[src/rtl/enemy_palette_arbiter.sv]
// enemy_palette_arbiter: round-robin share of one palette lookup across sprite pipelines, registered RGB out
module enemy_palette_arbiter #(
  parameter int NUM_REQ   = 4,
  parameter int ID_W      = 2,
  parameter int KEY_INDEX = 0
) (
  input  logic                 Clk,
  input  logic                 Reset,
  input  logic [NUM_REQ-1:0]   req,
  input  logic [3*NUM_REQ-1:0] req_idx,
  output logic [NUM_REQ-1:0]   gnt,
  output logic [2:0]           pal_index,
  input  logic [11:0]          pal_rgb,
  output logic                 out_valid,
  input  logic                 out_ready,
  output logic [11:0]          out_rgb,
  output logic [ID_W-1:0]      out_id,
  output logic                 out_transparent
);
  logic [ID_W-1:0] rr, win;
  logic found, grant, slot_free;
  assign slot_free = !out_valid || out_ready;
  // lowest requester at or above rr wins; otherwise wrap to the lowest overall
  always_comb begin
    win = '0;
    found = 1'b0;
    for (int i = NUM_REQ - 1; i >= 0; i--)
      if (req[i]) begin
        win = ID_W'(i);
        found = 1'b1;
      end
    for (int i = NUM_REQ - 1; i >= 0; i--)
      if (req[i] && ID_W'(i) >= rr) win = ID_W'(i);
  end
  assign grant     = found && slot_free && !Reset;
  assign gnt       = grant ? NUM_REQ'(1) << win : '0;
  assign pal_index = grant ? req_idx[3*win +: 3] : 3'd0;
  always_ff @(posedge Clk) begin
    if (Reset) begin
      out_valid       <= 1'b0;
      out_rgb         <= '0;
      out_id          <= '0;
      out_transparent <= 1'b0;
      rr              <= '0;
    end else if (grant) begin
      out_valid       <= 1'b1;
      out_rgb         <= pal_rgb;
      out_id          <= win;
      out_transparent <= pal_index == 3'(KEY_INDEX);
      rr              <= (win == ID_W'(NUM_REQ - 1)) ? '0 : win + 1'b1;
    end else if (out_ready) begin
      out_valid <= 1'b0;
    end
  end
endmodule

[config.mk]
export PLATFORM = sky130hd
export DESIGN_NAME = enemy_palette_arbiter
export DESIGN_NICKNAME = d
export VERILOG_FILES = /design/src/rtl/enemy_palette_arbiter.sv
export SDC_FILE = /design/constraint.sdc
export NUM_CORES = 1
export LEC_CHECK = 0
export ABC_AREA = 1
export BUFFER_PORTS_ARGS = -buffer_cell sky130_fd_sc_hd__buf_2
export CAP_MARGIN = 0
export CORE_MARGIN = 4
export CORE_UTILIZATION = 46
export CTS_CLUSTER_SIZE = 12
export DETAILED_ROUTE_END_ITERATION = 16
export PLACE_DENSITY = 0.83
export RECOVER_POWER = 50
export SYNTH_ARGS = -nofsm -noshare
export SYNTH_HDL_FRONTEND = slang
export SYNTH_SLANG_ARGS = --single-unit
[constraint.sdc]
create_clock -name Clk -period 2.9 [get_ports Clk]
set_input_delay 0.29 -clock Clk [delete_from_list [all_inputs] [get_ports Clk]]
set_output_delay 0.29 -clock Clk [all_outputs]
set_load 0.01 [all_outputs]
After elaboration in Yosys (flattened, before gate mapping). Cells that the tools add are included.

Logic and storage cells: 42. Output and inout port bits: 23. Flip-flop bits (word level): 18.

Reduce and logical (&&, ||, !) cells: 11. Magnitude comparators: 4. Add/sub/neg operators: 1. Shifts and indexed selects: 2. Equal/unequal tests: 1. Mux-type cells: 17. $mul: 1.

Operators by type and width (count): 2-to-1 mux 2 bit (9); indexed part select 12 x 5 -> 3 bit (1); logical AND 1 bit (6); 2-to-1 mux 1 bit (6); greater-or-equal comparator 1 x 2 -> 1 bit, first input constant (2); greater-or-equal comparator 2 bit, first input constant (2); multiplier 2 x 2 -> 4 bit, first input constant (1); 2-to-1 mux 4 bit (1); << shifter 1 x 2 -> 4 bit, first input constant (1); zero test 3 bit (1); 2-to-1 mux 3 bit (1); adder 2 x 1 -> 2 bit, second input constant (1); == test 2 bit, second input constant (1); zero test 1 bit (2); nonzero test 2 bit (1); logical OR 1 bit (1).

Longest topological paths before layout.
Depth after elaboration: 12. Depth in mapped cells: 12. Mapped depth without buffers: 12.

Worst setup path before layout. Ideal clock, no wire load.

Path kind: reg2out. From: register rr[1]. To: output port gnt[1]. Cell stages (with the launch flop): 10. Arrival time: 1.133 ns. Path buffers: 0. Required time: 2.610 ns. Setup slack: 1.477 ns. Path through: dfxtp_1 > nand2_1 > nand2_1 > nand2_2 > nand2_4 > nand2_4 > inv_1 > ha_1 > inv_1 > nor2_1.

Cells in the longest elaborated chain, start to end: 8. Elaborated cells between the ends (all ways): 14. Classes of those cells: order compare: 4; shift: 1; mux: 5; reduce/logical: 4.

Ends and longest elaborated chain: start, declared (RTL line 20) `logic [ID_W-1:0] rr, win;`; start signal, assigned (RTL line 50) `rr <= (win == ID_W'(NUM_REQ - 1)) ? '0 : win + 1'b1;`; greater-or-equal comparator 2 bit (RTL line 33) `if (req[i] && ID_W'(i) >= rr) win = ID_W'(i);`; logical AND 1 bit (RTL line 33); 2-to-1 mux 2 bit (3 in a row) (RTL line 33); 2-to-1 mux 2 bit (*) (RTL line 33); named net win[0] (RTL line 20); << shifter 1 x 2 -> 4 bit (*) (RTL line 36) `assign gnt = grant ? NUM_REQ'(1) << win : '0;`; 2-to-1 mux 4 bit (*) (RTL line 36); end, declared (RTL line 11) `output logic [NUM_REQ-1:0] gnt,`.

The timed path passes the listed nets; every way through them passes the cells marked *.

Worst setup path in the final report.
From: register out_valid. To: output port pal_index[0].

Cells in the longest elaborated chain, start to end: 5.

Ends and longest elaborated chain: start, declared (RTL line 14) `output logic out_valid,`; start signal, assigned (RTL line 40) `out_valid <= 1'b0;`; start signal, assigned (RTL line 46) `out_valid <= 1'b1;`; start signal, assigned (RTL line 52) `out_valid <= 1'b0;`; zero test 1 bit (RTL line 22) `assign slot_free = !out_valid || out_ready;`; logical OR 1 bit (RTL line 22); logical AND 1 bit (2 in a row) (RTL line 35) `assign grant = found && slot_free && !Reset;`; 2-to-1 mux 3 bit (RTL line 37) `assign pal_index = grant ? req_idx[3*win +: 3] : 3'd0;`; end, declared (RTL line 12) `output logic [2:0] pal_index,`.

No other way between the ends.

==> impl_metrics.tcl <==
set metrics [dict create \
    clock_path_buffers 2 \
    drc 0 \
    cts_tree "yes" \
    h-tree-depth 1 \
    ctsHoldBuffers 0 \
    finalMaxSlewViolations 0 \
    leakage_nw 0.7323 \
    finalCriticalPeriod_ps 2252 \
    core_sq_um 1982 \
    use_met3_pct 4.709 \
    syn_nets 186 \
    path_buf_inv 2 \
    hold_viol 0 \
    tightest_slew_ps 726.6 \
    rsz0062_at_grt "no" \
    overflow 0 \
    port_buffers 53 \
    hpwl_um 1971 \
    die_x_um 53.91 \
    powerDensity_nw_per_um2 517.0 \
    grt_max_degree 26 \
    grt_pass1_vias 1007 \
    crit_chain "inv_1, nor2_1, nor2_1, nand2_1, a21oi_1, nand3_1, nand2_1, buf_2" \
    num_vias 1110 \
    finalCritPeriodShare_pct 77.64 \
    cts_num_sinks 18 \
    grt_pass1_wl_um 3926 \
    grt_busiest_layer "met2" \
    post_cts_buffers 0 \
    multiInputGateArea_sq_um 495.5 \
    synth-edff-count 0 \
    outcome "complete, no violations" \
    skew_ps 5.303 \
    die_area_sq_um 2906 \
    yosysWarnings 0 \
    synth.top_cell.area_share_pct 37.16 \
    crit_path_end_kind "output port" \
    die_h_um 53.91 \
    critPathArrivalTime_ps 1960 \
    yosys.area.top_type "dfxtp_1" \
    met1_usage_pct 19.16 \
    design.portCount 54 \
    antenna_found_initial 0 \
    ir_drop_mv 0.3803 \
    grt_use_total_pct 18.44 \
    cts_resized 0 \
    firstDrtPassIters 5 \
    rows 16 \
    synthArstFlopShare_pct 0 \
    fill_cells 196 \
    wl_um 2478 \
    tns_ps 0 \
    drt_iter0_drc 23 \
    globalRouteMet2Util_pct 33.67 \
    cpPeakStageDelay_ps 430 \
    slew_headroom_pct 51.44 \
    hold_path.class "in -> reg" \
    areaGrowthSynthToFinish_pct 30.32 \
    start_kind "flop" \
    drtAntennaViolNets 0 \
    syn_avg_cell_area_sq_um 6.422 \
    fin_nets 240 \
    path_clk_slew_ps 100 \
    cpLargestDelayFamily "simple AND/OR/NAND/NOR gates" \
    fmax_mhz 444.1 \
    drv_cap 0 \
    synth-seq-cells 18 \
    viasPerCell 4.805 \
    yosys.cell_types.count 15 \
    fin_util_pct 63.76 \
    synthTopCellsByArea "dfxtp_1, nand2_1, nand3_1" \
    start_util_pct 48.93 \
    worst_path_max_delay_cell "nand2_1" \
    cts_root_buffer "clkbuf_4" \
    place.gp.congestion 0.7826 \
    diodes 0 \
    cp_max_fo 25 \
    cts_buffers 3 \
    layout-drive-gt1-share_pct 22.06 \
    ys_top_cells_by_count "nand2_1, nand3_1, inv_1, dfxtp_1, nor2_1" \
    cp.required_ps 2610 \
    synth_seq_area_share_pct 37.16 \
    syn_area_sq_um 969.7 \
    crit_type "reg -> out" \
    regArea_sq_um 360.3 \
    worst_hold_slack_ps 183.1 \
    synthFlopType "dfxtp_1" \
    clock_latency_ps 290 \
    routedWlPerCell_um 10.73 \
    yosysMostFrequentCell "nand2_1" \
    syn_inst 151 \
    setup_viol 0 \
]
[cells by family after synthesis]
logic type | count (synthesis) | synth area share [%]
flops | 18 | 37.16
compound gates | 9 | 4.645
fa+ha+maj | 4 | 5.161
buf+inv | 29 | 11.48
simple gates | 91 | 41.55
[report_power, final]
group | internal, mW | switching [mW]
clock network | 0.0765 | 0.0753
logic | 0.0769 | 0.134
registers | 0.274 | 0.0159
total | 0.428 | 0.226
[worst reg2reg max path: cells and delay by family, from the launching register on]
| family | cells | cell delay [ps] |
|---|---|---|
| AOI/OAI and AO/OA | 2 | 310 |
| buffers and inverters | 2 | 620 |
| DFF | 1 | 340 |
| and+or+nand+nor | 3 | 700 |
[worst paths after layout]
path,start,endpoint,slack [ps],cells past startpoint
hold / removal,pal_rgb[2],out_rgb[2],180,3
hold reg to reg,out_rgb[1],out_rgb[1],470,2
setup / recovery,out_valid,pal_index[0],650,8
setup reg to reg,out_valid,out_id[0],820,7
[cell usage in the layout, fill, tap and decap left out, drive strengths merged]
cell type and instances:
nor2 13, dfxtp 18, inv 23, nand3 28
clkinv 2, a21oi 8, ha 4, o21ai 1
nand2 49, clkbuf 21, nand3b 1, buf 36
[sequential cells by signal, summed over array words and instances (netlist names)]
register	flops
rr	2
out_transparent	1
out_id	2
out_valid	1
out_rgb	12
[through the flow]
step / instances / instance area, sq um / total power [mW] / setup WS [ps]
global placement: 227 / 1251 / 0.5035 / 1116
detailed placement: 227 / 1251 / 0.5129 / 1048
floorplan: 151 / 969.7 / 0.4329 / 1477
CTS: 231 / 1287 / 0.6636 / 874.9
global route: 231 / 1264 / 0.7054 / 424.5
finish: 231 / 1264 / 0.6533 / 648.5
[cell type report]
cell class              instances  share of cell area [%]
clock buffers                   4                   2.871
inverters                      25                   7.426
multi-input cells             104                   39.21
flip-flops and latches         18                   28.51
well taps                      27                   2.673
repair buffers                 53                   19.31
[layer usage]
| layer | vias to the layer above | part of all wire (%) |
|---|---|---|
| li1 | 574 | - |
| met1 | 474 | 40 |
| met2 | 56 | 47 |
| met3 | 6 | 11 |
| met4 | 0 | 1.5 |
| met5 | - | 0 |
No activity file was read; power rests on OpenSTA's default activity.
